`config.mk`:
```
export PLATFORM = sky130hd
export DESIGN_NAME = load_buffer_tracker
export DESIGN_NICKNAME = d
export VERILOG_FILES = /design/src/rtl/load_buffer_tracker.sv
export SDC_FILE = /design/constraint.sdc
export NUM_CORES = 1
export LEC_CHECK = 0
export ABC_AREA = 1
export CORE_MARGIN = 1.5
export CORE_UTILIZATION = 50
export CTS_BUF_LIST = sky130_fd_sc_hd__clkbuf_16
export DETAILED_ROUTE_END_ITERATION = 10
export PLACE_DENSITY = 0.89
export SYNTH_ARGS = -nofsm -noshare
export SYNTH_HDL_FRONTEND = slang
export SYNTH_SLANG_ARGS = --single-unit
```
`constraint.sdc`:
```
create_clock -name clk_i -period 2.9 [get_ports clk_i]
set_clock_uncertainty 0.1 [all_clocks]
set_input_delay 0.87 -clock clk_i [delete_from_list [all_inputs] [get_ports clk_i]]
set_output_delay 0.87 -clock clk_i [all_outputs]
set_load 0.05 [all_outputs]
```
`src/rtl/load_buffer_tracker.sv`:
```
// Outstanding-load tracker between the load unit and the dcache: slot allocation,
// response matching, data alignment/extension and a registered writeback.
// Optional LOAD_BUF_ERR_CHECK_EN adds a sticky spurious_rsp_o flag.
module load_buffer_tracker #(
    parameter int unsigned NR_ENTRIES    = 2,
    parameter int unsigned XLEN          = 64,
    parameter int unsigned TRANS_ID_BITS = 3,
    localparam int unsigned ID_BITS      = (NR_ENTRIES > 1) ? $clog2(NR_ENTRIES) : 1,
    localparam int unsigned OFF_BITS     = $clog2(XLEN / 8)
) (
    input  logic                     clk_i,
    input  logic                     rst_ni,
    input  logic                     flush_i,
    input  logic                     alloc_valid_i,
    output logic                     alloc_ready_o,
    output logic [ID_BITS-1:0]       alloc_id_o,
    input  logic [TRANS_ID_BITS-1:0] alloc_trans_id_i,
    input  logic [OFF_BITS-1:0]      alloc_offset_i,
    input  logic [1:0]               alloc_size_i,
    input  logic                     alloc_sign_i,
    input  logic                     kill_valid_i,
    input  logic [ID_BITS-1:0]       kill_id_i,
    input  logic                     rsp_valid_i,
    input  logic [ID_BITS-1:0]       rsp_id_i,
    input  logic [XLEN-1:0]          rsp_data_i,
    output logic                     wb_valid_o,
    output logic [TRANS_ID_BITS-1:0] wb_trans_id_o,
    output logic [XLEN-1:0]          wb_data_o,
    output logic                     empty_o
`ifdef LOAD_BUF_ERR_CHECK_EN
    ,
    output logic                     spurious_rsp_o
`endif
);

    logic [NR_ENTRIES-1:0]    valid_q, valid_d;
    logic [NR_ENTRIES-1:0]    flushed_q, flushed_d;
    logic [NR_ENTRIES-1:0]    sign_q, sign_d;
    logic [TRANS_ID_BITS-1:0] trans_q [NR_ENTRIES];
    logic [TRANS_ID_BITS-1:0] trans_d [NR_ENTRIES];
    logic [OFF_BITS-1:0]      off_q [NR_ENTRIES];
    logic [OFF_BITS-1:0]      off_d [NR_ENTRIES];
    logic [1:0]               size_q [NR_ENTRIES];
    logic [1:0]               size_d [NR_ENTRIES];

    logic                     wb_valid_q, wb_valid_d;
    logic [TRANS_ID_BITS-1:0] wb_trans_q, wb_trans_d;
    logic [XLEN-1:0]          wb_data_q, wb_data_d;

    logic                     found;
    logic                     rsp_hit, kill_hit, rsp_flushed, rsp_sign, wb_fire, msb;
    logic [TRANS_ID_BITS-1:0] rsp_trans;
    logic [OFF_BITS-1:0]      rsp_off;
    logic [1:0]               rsp_size;
    logic [XLEN-1:0]          shifted, mask, ext_data;

    // Lowest free slot; 0 when the buffer is full.
    always_comb begin
        alloc_ready_o = |(~valid_q);
        alloc_id_o    = '0;
        found         = 1'b0;
        for (int unsigned i = 0; i < NR_ENTRIES; i++) begin
            if (!valid_q[i] && !found) begin
                alloc_id_o = ID_BITS'(i);
                found      = 1'b1;
            end
        end
    end

    always_comb begin
        valid_d     = valid_q;
        flushed_d   = flushed_q;
        sign_d      = sign_q;
        trans_d     = trans_q;
        off_d       = off_q;
        size_d      = size_q;
        rsp_hit     = 1'b0;
        kill_hit    = 1'b0;
        rsp_flushed = 1'b0;
        rsp_sign    = 1'b0;
        rsp_trans   = '0;
        rsp_off     = '0;
        rsp_size    = '0;

        if (flush_i) begin
            flushed_d = flushed_q | valid_q;
        end

        for (int unsigned i = 0; i < NR_ENTRIES; i++) begin
            if (rsp_valid_i && rsp_id_i == ID_BITS'(i) && valid_q[i]) begin
                rsp_hit     = 1'b1;
                rsp_flushed = flushed_q[i];
                rsp_sign    = sign_q[i];
                rsp_trans   = trans_q[i];
                rsp_off     = off_q[i];
                rsp_size    = size_q[i];
                valid_d[i]  = 1'b0;
            end
            if (kill_valid_i && kill_id_i == ID_BITS'(i) && valid_q[i]) begin
                kill_hit   = 1'b1;
                valid_d[i] = 1'b0;
            end
        end

        // Allocation only ever targets a slot that was free before the edge,
        // so it cannot collide with a slot being released this cycle.
        if (alloc_valid_i && alloc_ready_o) begin
            for (int unsigned i = 0; i < NR_ENTRIES; i++) begin
                if (alloc_id_o == ID_BITS'(i)) begin
                    valid_d[i]   = 1'b1;
                    flushed_d[i] = 1'b0;
                    sign_d[i]    = alloc_sign_i;
                    trans_d[i]   = alloc_trans_id_i;
                    off_d[i]     = alloc_offset_i;
                    size_d[i]    = alloc_size_i;
                end
            end
        end
    end

    always_comb begin
        shifted = rsp_data_i >> {rsp_off, 3'b000};
        case (rsp_size)
            2'b00: begin
                mask = XLEN'(8'hFF);
                msb  = shifted[7];
            end
            2'b01: begin
                mask = XLEN'(16'hFFFF);
                msb  = shifted[15];
            end
            2'b10: begin
                mask = XLEN'(32'hFFFF_FFFF);
                msb  = shifted[31];
            end
            default: begin
                mask = '1;
                msb  = shifted[XLEN-1];
            end
        endcase
        ext_data = (rsp_sign && msb) ? (shifted | ~mask) : (shifted & mask);

        wb_fire    = rsp_hit && !rsp_flushed && !flush_i &&
                     !(kill_hit && kill_id_i == rsp_id_i);
        wb_valid_d = wb_fire;
        wb_trans_d = wb_fire ? rsp_trans : wb_trans_q;
        wb_data_d  = wb_fire ? ext_data : wb_data_q;
    end

    always_ff @(posedge clk_i or negedge rst_ni) begin
        if (!rst_ni) begin
            valid_q    <= '0;
            flushed_q  <= '0;
            sign_q     <= '0;
            wb_valid_q <= 1'b0;
            wb_trans_q <= '0;
            wb_data_q  <= '0;
            for (int unsigned i = 0; i < NR_ENTRIES; i++) begin
                trans_q[i] <= '0;
                off_q[i]   <= '0;
                size_q[i]  <= '0;
            end
        end else begin
            valid_q    <= valid_d;
            flushed_q  <= flushed_d;
            sign_q     <= sign_d;
            trans_q    <= trans_d;
            off_q      <= off_d;
            size_q     <= size_d;
            wb_valid_q <= wb_valid_d;
            wb_trans_q <= wb_trans_d;
            wb_data_q  <= wb_data_d;
        end
    end

    assign wb_valid_o    = wb_valid_q;
    assign wb_trans_id_o = wb_trans_q;
    assign wb_data_o     = wb_data_q;
    assign empty_o       = ~|valid_q;

`ifdef LOAD_BUF_ERR_CHECK_EN
    logic spur_q, spur_d;
    logic rsp_slot_busy, kill_slot_busy;

    always_comb begin
        rsp_slot_busy  = 1'b0;
        kill_slot_busy = 1'b0;
        for (int unsigned i = 0; i < NR_ENTRIES; i++) begin
            if (rsp_id_i == ID_BITS'(i) && valid_q[i]) rsp_slot_busy = 1'b1;
            if (kill_id_i == ID_BITS'(i) && valid_q[i]) kill_slot_busy = 1'b1;
        end
        spur_d = spur_q | (rsp_valid_i && !rsp_slot_busy) | (kill_valid_i && !kill_slot_busy);
    end

    always_ff @(posedge clk_i or negedge rst_ni) begin
        if (!rst_ni) spur_q <= 1'b0;
        else         spur_q <= spur_d;
    end

    assign spurious_rsp_o = spur_q;
`endif

endmodule

```
==> results.json, run 1 <==
{
  "status": "finished, final reports clean",
  "place_ws_ns": -0.280,
  "hold_viol": 0,
  "root_buffer": "clkbuf_16",
  "antenna_found_initial": 0,
  "max_cap_viol_count": 0,
  "grt_use_total": 0.333,
  "synth_top_area_cell": "dfrtp_1",
  "wl_met1_um": 8250,
  "fin_util": 0.759,
  "overflow": 0,
  "wl_per_cell_um": 18.1,
  "ir_drop_uv": 905,
  "internal-power_w": 0.00462,
  "clk_latency_ns": 0.35,
  "r2r_slack_ns": 0.56,
  "start_util": 0.520,
  "finalSetupViolations": 0,
  "via_per_inst": 5.87,
  "fp-row-count": 38,
  "ys_top_cells_by_area": "dfrtp_1 (39%), nand2_1 (13%), o21ai_0 (8.1%), inv_1 (6.3%), nand3_1 (4.7%)",
  "die_w_um": 110,
  "io-pin-count": 152,
  "core_region_area_um2": 11000,
  "p_seq_frac": 0.247,
  "clockPowerShare": 0.126,
  "cts_tree": "built",
  "yosysWarnings": 0,
  "synth_top_area_share": 0.393,
  "placed_area_um2": 7950,
  "antennaDiodeCount": 0,
  "dieArea_um2": 12100,
  "area_growth_pct": 46.0,
  "first_global_vias": 6122,
  "synth_cells": 809,
  "num_vias": 6745,
  "period_share": 0.993,
  "ys_types": 33,
  "leakagePower_nw": 4.12,
  "cp_max_fo": 8,
  "r2r_cells": 11,
  "multi_input_area_um2": 2900,
  "clk_pin_slew_worst_paths_ns": 0.07,
  "port_buffers": 151,
  "tns_ns": 0,
  "register_area_um2": 2250,
  "drive_gt1_frac": 0.168,
  "drtIter0Drc": 952,
  "cts_buffer_depth": 2,
  "wl_met2_um": 9160,
  "routed-wl-met3_um": 2430,
  "period_needed_ns": 2.88,
  "timing.rr.start": "valid_q[1]",
  "ctsHoldBuffers": 0,
  "syn_nets": 890,
  "syn_area_um2": 5740,
  "tightest_slew_ns": 0.562,
  "drt_wl_total_um": 20800,
  "clock-sinks": 90,
  "top_layer": "met4",
  "p_comb_frac": 0.628,
  "max_slew_margin": 0.625,
  "setup.worst_path.class": "input port to flip-flop",
  "synth_seq_cells": 90,
  "swShare": 0.496,
  "final_max_slew_viol_count": 0,
  "cp-end-kind": "flip-flop",
  "route.antenna.remaining_nets": 0,
  "htreeDepth": 3,
  "seq_area_frac_synth": 0.393,
  "cts_buffers": 9,
  "p_per_area_nw_per_um2": 1100,
  "power_switching_w": 0.00456,
  "hold_class": "input port to async pin",
  "grt_pass1_wl_um": 30800,
  "hpwl_um": 14200,
  "setup_slack_ns": 0.0198,
  "first_pass_iters": 8,
  "cp-start-kind": "input port",
  "worstPathArrival_ns": 3.01,
  "finalInstanceArea_um2": 8370,
  "routabilityCongestion": 0.983,
  "startpoint": "rsp_valid_i",
  "cp.required_ns": 3.03,
  "max_freq_mhz": 347,
  "syn_avg_cell_area_um2": 7.09,
  "holdWs_ns": 0.344,
  "fillerInstances": 779,
  "die_y_um": 110,
  "fin_nets": 1086,
  "drc_errors": 0,
  "grt_max_degree": 62,
  "r2r_end": "wb_data_o[18]",
  "rsz0062_at_grt": "yes"
}
-- cells in the final DEF, fill, tap and decap left out, drive strengths merged, types with 31 or more instances in the layout --
cell type and count:
nand2 206, a21oi 51, inv 102, clkdlybuf4s50 148, or2 31, nand3 57
nor2 50, o21ai 100, dfrtp 90, buf 89
-- cell families (layout without fill, tap and decap cells) --
kind of cell / Yosys count / count (layout) / synth area share
compound gates: 207 / 207 / 0.214
xor+xnor: 1 / 1 / 0.00153
buf+inv: 155 / 355 / 0.116
flops: 90 / 90 / 0.393
simple gates: 349 / 350 / 0.262
mux: 7 / 7 / 0.0137
-- how the worst max path moves through the flow --
stage,endpoint,slack (ns)
final,wb_data_o[40],0.02
after global routing,wb_data_o[18],-0.18
after CTS,alloc_id_o,0.01
after detailed placement,wb_data_o[13],-0.28
after global placement,wb_data_o[15],-0.26
after floorplan,wb_data_o[22],0.45
-- layout make-up --
cell class                      instances  area share
Clock buffer                            9      0.0269
Clock inverter                          7     0.00687
Inverter                               98      0.0442
Multi-Input combinational cell        565       0.347
Sequential cell                        90       0.269
Tap cell                              140      0.0209
Timing Repair Buffer                  241       0.286
-- power by group through the flow --
stage / combinational, W / clock [W] / sequential [W]
2_1_floorplan: 0.00192 / 0 / 0.00378
3_3_place_gp: 0.00540 / 0 / 0.00225
3_5_place_dp: 0.00550 / 0 / 0.00225
4_1_cts: 0.00556 / 0.00116 / 0.00225
5_1_grt: 0.00609 / 0.00119 / 0.00232
6_report: 0.00576 / 0.00115 / 0.00226
-- per-layer routing --
metal  vias to the layer above  GRT usage
met4                         0      0.143
met5                         -          0
li1                       3041          -
met2                       547      0.503
met1                      3059      0.472
met3                        98     0.0553
-- state kept, by name, summed over array words and instances (netlist names) --
register / cells
wb_data_o: 64
sign_q: 2
flushed_q: 2
off_q: 6
size_q: 4
trans_q: 6
valid_q: 2
wb_trans_id_o: 3
wb_valid_o: 1
-- cell usage after synthesis (all sizes together) --
cell type,number
nand2,206
o21ai,100
inv,98
dfrtp,90
nand3,57
a21oi,51
nor2,49
or2,31
clkbuf,30
a2bb2oi,29
buf,27
o211ai,13
mux2,7
o221ai,7
a31oi,5
nand4,4
a21boi,1
nand3b,1
nor3,1
o22ai,1
xnor2,1
-- stage by stage --
stage	std cells	total power, W
6_report	1150	0.00918
5_1_grt	1150	0.00961
4_1_cts	1145	0.00896
3_5_place_dp	1129	0.00774
3_3_place_gp	1129	0.00765
2_1_floorplan	809	0.00571
-- repair_timing --
item                       CTS  global route
setup endpoints to repair    0            60
resized for setup            0            27
setup buffers                0             2
-- critical path, stage by stage --
cell	delay, ns
clkdlybuf4s50_1	0.52
buf_4	0.17
nand4_2	0.13
nand2_4	0.18
buf_12	0.14
buf_4	0.15
nor2_1	0.08
o21ai_0	0.35
o21ai_0	0.16
buf_4	0.15
inv_1	0.05
a2bb2oi_1	0.06
No activity file was read; power rests on OpenSTA's default activity.
==> run 2, diff against run 1 <==
--- a/config.mk
+++ b/config.mk
@@ -6,6 +6,7 @@
 export NUM_CORES = 1
 export LEC_CHECK = 0
 export ABC_AREA = 1
+export CAP_MARGIN = 10
 export CORE_MARGIN = 1.5
 export CORE_UTILIZATION = 50
 export CTS_BUF_LIST = sky130_fd_sc_hd__clkbuf_16
==> results of run 2 <==
The final DEF is identical to that of run 1; final timing and power are the same.
